`src/rtl/pipe_ctrl_pkg.sv`:
```
// Shared definitions for the 5-stage pipeline sequencer.
//  - pipe_state_e : data-memory wait FSM states
//  - FWD_*        : operand source select encoding (regfile / MEM result / WB result)
//  - stage_dst_t  : destination register + write-back enable of a pipeline stage
//  - reg_match    : true when a source register is written by a stage
package pipe_ctrl_pkg;

    localparam int unsigned REG_W = 4;
    localparam int unsigned FWD_W = 2;

    typedef enum logic {
        ST_RUN      = 1'b0,
        ST_MEM_WAIT = 1'b1
    } pipe_state_e;

    localparam logic [FWD_W-1:0] FWD_REG = 2'd0;
    localparam logic [FWD_W-1:0] FWD_MEM = 2'd1;
    localparam logic [FWD_W-1:0] FWD_WB  = 2'd2;

    typedef struct packed {
        logic [REG_W-1:0] dest;
        logic             wb_en;
    } stage_dst_t;

    function automatic logic reg_match(input logic [REG_W-1:0] src, input stage_dst_t dst);
        return dst.wb_en && (src == dst.dest);
    endfunction

endpackage

```
`src/rtl/hazard_fwd_unit.sv`:
```
// Combinational RAW comparators and operand forwarding selects.
// Build option: FORWARDING_EN
//   defined   : only a load in EXE causes a hazard; MEM/WB results are forwarded
//   undefined : any EXE/MEM writer of a source causes a hazard; selects stay at regfile
// Ports:
//   id_valid, id_src1, id_src2, id_two_src  ID instruction and its sources
//   exe_*/mem_*/wb_*                        destination info of later stages
//   raw_c                                   RAW hazard on the ID instruction
//   fwd_sel_a_c / fwd_sel_b_c               Val_Rn / Val_Rm source select
module hazard_fwd_unit
    import pipe_ctrl_pkg::*;
(
    input  logic             id_valid,
    input  logic [REG_W-1:0] id_src1,
    input  logic [REG_W-1:0] id_src2,
    input  logic             id_two_src,
    input  logic [REG_W-1:0] exe_dest,
    input  logic             exe_wb_en,
    input  logic             exe_mem_r_en,
    input  logic [REG_W-1:0] mem_dest,
    input  logic             mem_wb_en,
    input  logic [REG_W-1:0] wb_dest,
    input  logic             wb_wb_en,
    output logic             raw_c,
    output logic [FWD_W-1:0] fwd_sel_a_c,
    output logic [FWD_W-1:0] fwd_sel_b_c
);

    stage_dst_t exe_d;
    stage_dst_t mem_d;
    stage_dst_t wb_d;
    logic       hit1;
    logic       hit2;

    assign exe_d = '{dest: exe_dest, wb_en: exe_wb_en};
    assign mem_d = '{dest: mem_dest, wb_en: mem_wb_en};
    assign wb_d  = '{dest: wb_dest,  wb_en: wb_wb_en};

`ifdef FORWARDING_EN
    // Only a load in EXE cannot be forwarded; MEM has priority over WB.
    always_comb begin
        hit1        = exe_mem_r_en && reg_match(id_src1, exe_d);
        hit2        = exe_mem_r_en && reg_match(id_src2, exe_d);
        fwd_sel_a_c = FWD_REG;
        fwd_sel_b_c = FWD_REG;
        if (id_valid) begin
            if (reg_match(id_src1, mem_d))     fwd_sel_a_c = FWD_MEM;
            else if (reg_match(id_src1, wb_d)) fwd_sel_a_c = FWD_WB;
            if (id_two_src) begin
                if (reg_match(id_src2, mem_d))     fwd_sel_b_c = FWD_MEM;
                else if (reg_match(id_src2, wb_d)) fwd_sel_b_c = FWD_WB;
            end
        end
    end
`else
    // WB writes the regfile in the first half cycle, so only EXE/MEM conflict.
    logic unused_fwd_inputs;
    assign unused_fwd_inputs = ^{wb_d, exe_mem_r_en};

    always_comb begin
        hit1        = reg_match(id_src1, exe_d) || reg_match(id_src1, mem_d);
        hit2        = reg_match(id_src2, exe_d) || reg_match(id_src2, mem_d);
        fwd_sel_a_c = FWD_REG;
        fwd_sel_b_c = FWD_REG;
    end
`endif

    assign raw_c = id_valid && (hit1 || (id_two_src && hit2));

endmodule

```
`src/rtl/pipe_hazard_ctrl.sv`:
```
// Pipeline sequencer for the 5-stage ARM core: RAW bubble, IF freeze, branch
// flush, data-memory wait FSM and saturating stall/flush counters.
// Build option: FORWARDING_EN (see hazard_fwd_unit).
// Ports:
//   clk, rst (async, active-low)
//   id_*, exe_*, mem_*, wb_*    stage register info for hazard detection
//   exe_branch                  taken branch resolved in EXE
//   mem_req / mem_ready         MEM stage access request / SRAM completion
//   hazard, freeze_if, freeze_pipe, flush, mem_start, fwd_sel_a/b  control (combinational)
//   stall_count, flush_count    saturating performance counters
//   timeout_err                 sticky MEM_WAIT timeout flag
module pipe_hazard_ctrl
    import pipe_ctrl_pkg::*;
#(
    parameter int unsigned MEM_TIMEOUT = 64,
    parameter int unsigned CNT_W       = 16
) (
    input  logic             clk,
    input  logic             rst,
    input  logic             id_valid,
    input  logic [3:0]       id_src1,
    input  logic [3:0]       id_src2,
    input  logic             id_two_src,
    input  logic [3:0]       exe_dest,
    input  logic             exe_wb_en,
    input  logic             exe_mem_r_en,
    input  logic [3:0]       mem_dest,
    input  logic             mem_wb_en,
    input  logic [3:0]       wb_dest,
    input  logic             wb_wb_en,
    input  logic             exe_branch,
    input  logic             mem_req,
    input  logic             mem_ready,
    output logic             hazard,
    output logic             freeze_if,
    output logic             freeze_pipe,
    output logic             flush,
    output logic             mem_start,
    output logic [1:0]       fwd_sel_a,
    output logic [1:0]       fwd_sel_b,
    output logic [CNT_W-1:0] stall_count,
    output logic [CNT_W-1:0] flush_count,
    output logic             timeout_err
);

    localparam int unsigned      WAIT_W    = 16;
    localparam logic [WAIT_W-1:0] WAIT_LAST = WAIT_W'(MEM_TIMEOUT - 1);
    localparam logic [CNT_W-1:0]  CNT_MAX   = {CNT_W{1'b1}};

    pipe_state_e       state_q;
    pipe_state_e       state_d;
    logic [WAIT_W-1:0] wait_q;
    logic [WAIT_W-1:0] wait_d;
    logic              start_c;
    logic              frz_c;
    logic              timeout_set_c;
    logic              raw_c;
    logic [FWD_W-1:0]  fwd_a_c;
    logic [FWD_W-1:0]  fwd_b_c;

    hazard_fwd_unit u_hazard_fwd (
        .id_valid     (id_valid),
        .id_src1      (id_src1),
        .id_src2      (id_src2),
        .id_two_src   (id_two_src),
        .exe_dest     (exe_dest),
        .exe_wb_en    (exe_wb_en),
        .exe_mem_r_en (exe_mem_r_en),
        .mem_dest     (mem_dest),
        .mem_wb_en    (mem_wb_en),
        .wb_dest      (wb_dest),
        .wb_wb_en     (wb_wb_en),
        .raw_c        (raw_c),
        .fwd_sel_a_c  (fwd_a_c),
        .fwd_sel_b_c  (fwd_b_c)
    );

    // Memory wait FSM: next state and freeze/start decode.
    always_comb begin
        state_d       = state_q;
        wait_d        = wait_q;
        start_c       = 1'b0;
        frz_c         = 1'b0;
        timeout_set_c = 1'b0;
        case (state_q)
            ST_RUN: begin
                if (mem_req) begin
                    start_c = 1'b1;
                    frz_c   = 1'b1;
                    wait_d  = '0;
                    state_d = ST_MEM_WAIT;
                end
            end
            ST_MEM_WAIT: begin
                wait_d = wait_q + WAIT_W'(1);
                if (mem_ready) begin
                    state_d = ST_RUN;
                end else if (wait_q == WAIT_LAST) begin
                    // Give up on the SRAM and let the pipe move on.
                    timeout_set_c = 1'b1;
                    state_d       = ST_RUN;
                end else begin
                    frz_c = 1'b1;
                end
            end
            default: state_d = ST_RUN;
        endcase
    end

    // Control outputs are forced low while reset is asserted.
    assign mem_start   = rst && start_c;
    assign freeze_pipe = rst && frz_c;
    assign flush       = rst && exe_branch && !frz_c;
    assign hazard      = rst && raw_c && !flush;
    assign freeze_if   = hazard || freeze_pipe;
    assign fwd_sel_a   = rst ? fwd_a_c : FWD_REG;
    assign fwd_sel_b   = rst ? fwd_b_c : FWD_REG;

    // FSM state and wait counter.
    always_ff @(posedge clk or negedge rst) begin
        if (!rst) begin
            state_q <= ST_RUN;
            wait_q  <= '0;
        end else begin
            state_q <= state_d;
            wait_q  <= wait_d;
        end
    end

    // Saturating perf counters and sticky timeout flag.
    always_ff @(posedge clk or negedge rst) begin
        if (!rst) begin
            stall_count <= '0;
            flush_count <= '0;
            timeout_err <= 1'b0;
        end else begin
            if (freeze_if && (stall_count != CNT_MAX)) stall_count <= stall_count + CNT_W'(1);
            if (flush && (flush_count != CNT_MAX))     flush_count <= flush_count + CNT_W'(1);
            if (timeout_set_c)                         timeout_err <= 1'b1;
        end
    end

endmodule

```
`config.mk`:
```
export PLATFORM = sky130hd
export DESIGN_NAME = pipe_hazard_ctrl
export DESIGN_NICKNAME = d
export VERILOG_FILES = /design/src/rtl/pipe_ctrl_pkg.sv /design/src/rtl/hazard_fwd_unit.sv /design/src/rtl/pipe_hazard_ctrl.sv
export SDC_FILE = /design/constraint.sdc
export NUM_CORES = 1
export LEC_CHECK = 0
export ABC_CLOCK_PERIOD_IN_PS = 2350
export CAP_MARGIN = 20
export CORE_MARGIN = 2
export CORE_UTILIZATION = 40
export DETAILED_ROUTE_END_ITERATION = 7
export MAX_ROUTING_LAYER = met4
export PLACE_DENSITY = 0.71
export SLEW_MARGIN = 20
export SYNTH_ARGS = -nofsm -noshare
export SYNTH_HDL_FRONTEND = slang
export SYNTH_SLANG_ARGS = --single-unit
```
`constraint.sdc`:
```
create_clock -name clk -period 2.35 [get_ports clk]
set_input_delay 0.47 -clock clk [delete_from_list [all_inputs] [get_ports clk]]
set_output_delay 0.47 -clock clk [all_outputs]
set_load 0.03 [all_outputs]
```
[After elaboration in Yosys (flattened, before gate mapping)]
Cells that the tools add are included.
Storage, ports and cells
  register bits: 50
  input bits: 31
  output and inout port bits: 42
Cells by class
  $add $sub $neg: 3
  eq/ne operators: 8
  muxes and demuxes: 10
  bitwise logic cells: 1
  reduce and logical (&&, ||, !) cells: 20
Operators by type and width (number)
  adder 16 x 1 -> 16 bit (second input constant): 3
  != test 16 bit (second input constant): 2
  one-hot mux 16 bit (2 select lines): 1
  equality test 16 x 6 -> 1 bit (second input constant): 1
  equality test 4 bit: 4
  2-to-1 mux 16 bit: 1
  logical AND 1 bit: 14
  2-to-1 mux 1 bit: 7
  logical OR 1 bit: 4
  logical NOT 1 bit: 2
  != test 2 bit (second input constant): 1
  one-hot mux 1 bit (2 select lines): 1
  NOT 1 bit: 1

[Depth between registers and ports, before layout]
  depth in word-level cells: 10
  mapped depth: 9

[Cells and area by module]
Synthesis repeated with hierarchy kept, for this count alone.
Unflattened totals
  cells, all modules: 269
  area total of the unflattened synthesis: 2765.2 um2
Modules (own cells, without submodules)
  pipe_hazard_ctrl: times used 1, cells an instance 239, area each 2537.4 um2, sequential area each 1251.2 um2
  hazard_fwd_unit: times used 1, cells an instance 30, area each 227.7 um2, sequential area each 0.0 um2

[Worst setup path before layout]
No wires, ideal clock.
  kind: register -> output
  from: reg wait_q[0]
  to: out hazard
  arrival time: 1.875 ns
  required time: 1.880 ns
  path slack: 0.005 ns
  cell stages (with the launch flop): 6
  path buffers: 0
  cell sequence: dfrtp_1 -> ha_1 -> and3_1 -> nand4_1 -> a21oi_1 -> a211oi_1
On the way
  longest elaborated chain between the ends: 8
Ends and longest elaborated chain
  from (decl): line pipe_hazard_ctrl.sv:52  | logic [WAIT_W-1:0] wait_q;
  from (signal assigned): line pipe_hazard_ctrl.sv:126  | wait_q <= wait_d;
  equality test 16 x 6 -> 1 bit: line pipe_hazard_ctrl.sv:98  | end else if (wait_q == WAIT_LAST) begin
  2-to-1 mux 1 bit: line pipe_hazard_ctrl.sv:98
  2-to-1 mux 1 bit: line pipe_hazard_ctrl.sv:96  | if (mem_ready) begin
  one-hot mux 1 bit (2 select lines): line pipe_hazard_ctrl.sv:85  | case (state_q)
  logical NOT 1 bit: line pipe_hazard_ctrl.sv:113  | assign flush = rst && exe_branch && !frz_c;
  logical AND 1 bit: line pipe_hazard_ctrl.sv:113
  logical NOT 1 bit: line pipe_hazard_ctrl.sv:114  | assign hazard = rst && raw_c && !flush;
  logical AND 1 bit: line pipe_hazard_ctrl.sv:114
  to (decl): line pipe_hazard_ctrl.sv:34  | output logic hazard,
Every way passes these cells.

[Worst setup path after layout]
  from: reg wait_q[1]
  to: out freeze_pipe
On the way
  longest elaborated chain between the ends: 5
Ends and longest elaborated chain
  equality test 16 x 6 -> 1 bit: line pipe_hazard_ctrl.sv:98
  2-to-1 mux 1 bit: line pipe_hazard_ctrl.sv:98
  2-to-1 mux 1 bit: line pipe_hazard_ctrl.sv:96
  one-hot mux 1 bit (2 select lines): line pipe_hazard_ctrl.sv:85
  logical AND 1 bit: line pipe_hazard_ctrl.sv:112  | assign freeze_pipe = rst && frz_c;
  to (decl): line pipe_hazard_ctrl.sv:36  | output logic freeze_pipe,
Every way passes these cells.

==> qor_table.md <==
| Parameter | Reported | Unit |
|---|---|---|
| Vertical die dimension | 85.7 | um |
| Area of the core | 6390 | sq um |
| Most common library cell in the layout ignoring fill and taps | sky130_fd_sc_hd__dfrtp_1 | - |
| Cell Chain, Critical Path | ha_2 > and3_4 > nand4_1 > a21oi_2 > nand2b_4 > buf_6 > inv_4 > buf_6 | - |
| Number of distinct standard cells referenced by the synthesized netlist | 39 | - |
| Initial Utilization | 0.418 | - |
| Endpoints failing hold | 0 | - |
| Detailed-router iteration count before antenna repair | 4 | - |
| Data required time of the worst path | 1880 | ps |
| Final setup violating endpoints | 0 | - |
| Syn Std Cell Area | 2670 | sq um |
| Tightest Hold Check Type | in -> async | - |
| Vias after detailed routing | 2,172 | - |
| Final Max Slew Viols | 0 | - |
| Global-route total usage across every layer | 0.174 | - |
| Root buf cell | sky130_fd_sc_hd__clkbuf_8 | - |
| Sequential share of the synthesized area | 0.469 | - |
| Die X | 85.7 | um |
| Most used routing layer | met2 | - |
| Flop2flop setup slack | 280 | ps |
| Most used cells in the layout excluding fill and tap cells | 50 x sky130_fd_sc_hd__dfrtp_1, 39 x sky130_fd_sc_hd__clkdlybuf4s50_1, 32 x sky130_fd_sc_hd__nand2_1 | - |
| Start-to-end type of the worst setup path | reg -> out | - |
| GR Overflow Total | 0 | - |
| Total of max-cap violations | 0 | - |
| Number of CTS-inserted buffers | 5 | - |
| Post-layout nets | 378 | - |
| Dpl hpwl | 4.47 | mm |
| Static leakage | 1.62 | nW |
| Number of antenna violations at the first check in global routing | 0 | - |
| Count of antenna diodes in the layout | 0 | - |
| Simple logic cell fraction of the synthesized area | 0.243 | - |
| DRC viols | 0 | - |
| End of the worst register-to-register path | stall_count[1] | - |
| Number of enable flip-flop cells after synthesis | 0 | - |
| Register bit count reported by yosys | 50 | - |
| Clock latency of the later-clocked register in the worst-skew pair | 310 | ps |
| Pre-CTS worst setup slack | -433 | ps |
| Grt met2 use | 0.287 | - |
| Worst ir drop on vdd | 0.547 | mV |
| TritonCTS clock tree | done | - |
| Worst flop-to-flop path startpoint | wait_q[1] | - |
| Most prevalent standard cell on the critical path | sky130_fd_sc_hd__buf_6 | - |
| Average cell area after synthesis | 10.2 | sq um |
| Post-detailed-route wirelength per cell | 14.0 | um |
| Met1 track demand over resource in global routing | 0.221 | - |
| Power density over the cells | 672 | nW/um^2 |
| Ys Warns | 0 | - |
| Ports | 73 | - |
| Count of nets left with antenna violations after detail routing | 0 | - |
| Core Util, Final | 0.573 | - |
| Maximum number of pins on one net before global-route repair | 37 | - |
| Sink Count | 50 | - |
| Post-route worst setup slack | 26.2 | ps |
| Portion of netlist area occupied by mux cells | 0.0501 | - |
| Overall die area | 7340 | sq um |
| Shortest clock period the worst path allows after layout | 2320 | ps |
| Worst-path cell with the longest stage delay | sky130_fd_sc_hd__dfrtp_1 | - |
| Placement-stage cell area | 3450 | sq um |
| Fraction of layout instances using a drive strength above 1 | 0.174 | - |
| Clock tree skew after final layout | 11.1 | ps |
| Sort of element at the start of the critical path | flop | - |
| Clock edge transition at the registers on the reported setup and hold paths | 100 | ps |
| Final estimated routing congestion in global placement | 0.809 | - |
| Final-layout setup total negative slack | 0 | ps |
| Count of routing violations after the opening detailed-route iteration | 86 | - |
| # port buffers | 62 | - |
| Adder and majority gate portion of the synthesized area | 0.0141 | - |
| Area fraction in compound gates after synthesis | 0.0520 | - |
| Number of global-route vias before repair | 2,088 | - |
| Maximum fanout along the worst path | 3 | - |
| Final std cell area, no fill | 3660 | sq um |
| Area overhead of the layout relative to synthesis | 37.2 | % |
| Max Freq | 430 | MHz |
| Number of cells on the worst reg-to-reg path | 9 | - |
| Largest stage delay on the critical path | 370 | ps |
| Fraction of registers with async set or reset after synthesis | 1.00 | - |
| Maximum number of buffers from clock root to sink | 2 | - |
| Post-synthesis xor/xnor area fraction | 0.144 | - |
| Global-route wire length before repair | 9.87 | mm |
| DR vias/cell | 5.15 | - |
| RSZ-0062 raised after global routing | yes | - |
| Synth Instances | 261 | - |
| Main combinational cell family by area after synthesis | simple AND/OR/NAND/NOR gates | - |
| Standard-cell row count | 29 | - |
| Post-detailed-routing wire length | 5.91 | mm |
| Total of hold buffers inserted after clock tree synthesis | 0 | - |
| Post-route clock period utilization | 0.989 | - |
| Total power | 2.46 | mW |
| Outcome | finished, final reports clean | - |
| Met3 demand-to-capacity share in global routing | 0.0366 | - |
| Number of H-tree levels | 2 | - |
| Endpoint class of the critical path | output port | - |
| Data arrival time of the critical path | 1850 | ps |
| Most common flop cell mapped by yosys | sky130_fd_sc_hd__dfrtp_1 | - |
flip-flops by register name, summed over array words and instances, names as in the netlist:
signal / flops
flush_count: 16
timeout_err: 1
stall_count: 16
wait_q: 16
state_q: 1
kinds of logic after synthesis:
kind of cell             Yosys count
flip-flops                        50
XOR/XNOR                          44
AO/OA/AOI/OAI                     19
AND/OR/NAND/NOR                  117
adder cells (fa/ha/maj)            3
multiplexers                      13
buffers and inverters             14
other                              1
area by class of cell:
| type | instances | area (sq um) |
|---|---|---|
| clock inverters | 1 | 8.76 |
| flip-flops and latches | 50 | 1250 |
| repair buffers | 82 | 763 |
| fillers | 550 | 2720 |
| clock buffers | 7 | 96.3 |
| multi-input cells | 200 | 1430 |
| inverters | 5 | 21.3 |
| well taps | 77 | 96.3 |
synth_stat cells (2+ instances only):
cell type	number	area, sq um
sky130_fd_sc_hd__a21oi_1	4	20.0
sky130_fd_sc_hd__nand3_2	2	20.0
sky130_fd_sc_hd__and2_1	2	12.5
sky130_fd_sc_hd__and3_4	2	22.5
sky130_fd_sc_hd__nor2b_1	6	37.5
sky130_fd_sc_hd__inv_1	5	18.8
sky130_fd_sc_hd__nor4_1	6	37.5
sky130_fd_sc_hd__nand3_1	19	95.1
sky130_fd_sc_hd__mux2_2	3	33.8
sky130_fd_sc_hd__nand4_1	14	87.6
sky130_fd_sc_hd__xnor2_1	30	263
sky130_fd_sc_hd__xor2_1	14	123
sky130_fd_sc_hd__nand2b_1	5	31.3
sky130_fd_sc_hd__o21ai_0	8	40.0
sky130_fd_sc_hd__mux2i_1	10	100
sky130_fd_sc_hd__buf_4	4	30.0
sky130_fd_sc_hd__nor2_1	7	26.3
sky130_fd_sc_hd__dfrtp_1	50	1250
sky130_fd_sc_hd__ha_1	3	37.5
sky130_fd_sc_hd__buf_2	2	10.0
sky130_fd_sc_hd__and3_1	14	87.6
sky130_fd_sc_hd__clkbuf_1	3	11.3
sky130_fd_sc_hd__nand2_1	32	120
stage by stage:
stage	cells	hold WS, ps
CTS	421	213
global route	422	219
global placement	409	464
detailed placement	409	470
floorplan	264	174
finish	422	209
how the worst max path moves through the flow:
stage / slack [ps] / start / endpoint
5_1_grt: -110 / wait_q[1] / freeze_pipe
2_1_floorplan: 5 / wait_q[0] / hazard
4_1_cts: -2 / id_src1[3] / hazard
3_3_place_gp: -430 / exe_dest[0] / hazard
6_report: 30 / wait_q[1] / freeze_pipe
3_5_place_dp: -430 / exe_dest[0] / hazard
layer usage:
metal  part of all wire  up-vias
met3              0.043        7
met1               0.45     1051
li1                   -     1070
met4              0.012        0
met5                  0        -
met2               0.50       44
where the power goes:
part           switching, mW  total (mW)  internal, mW
registers              0.124        1.09         0.968
logic                  0.435       0.808         0.373
clock network          0.291       0.562         0.270
critical path: cells and delay by family (launching register included):
| kind | cells | cell delay [ps] |
|---|---|---|
| simple gates | 3 | 500 |
| flops | 1 | 370 |
| fa+ha+maj | 1 | 190 |
| buf+inv | 3 | 250 |
| compound gates | 1 | 230 |
what timing repair did:
item	CTS	global route
pin swaps	10	3
endpoints found under the hold margin	0	0
buffers inserted	4	1
resized for setup	27	9
endpoints found under the setup margin	5	4
Note: power is estimated with default switching activity, not from simulation.
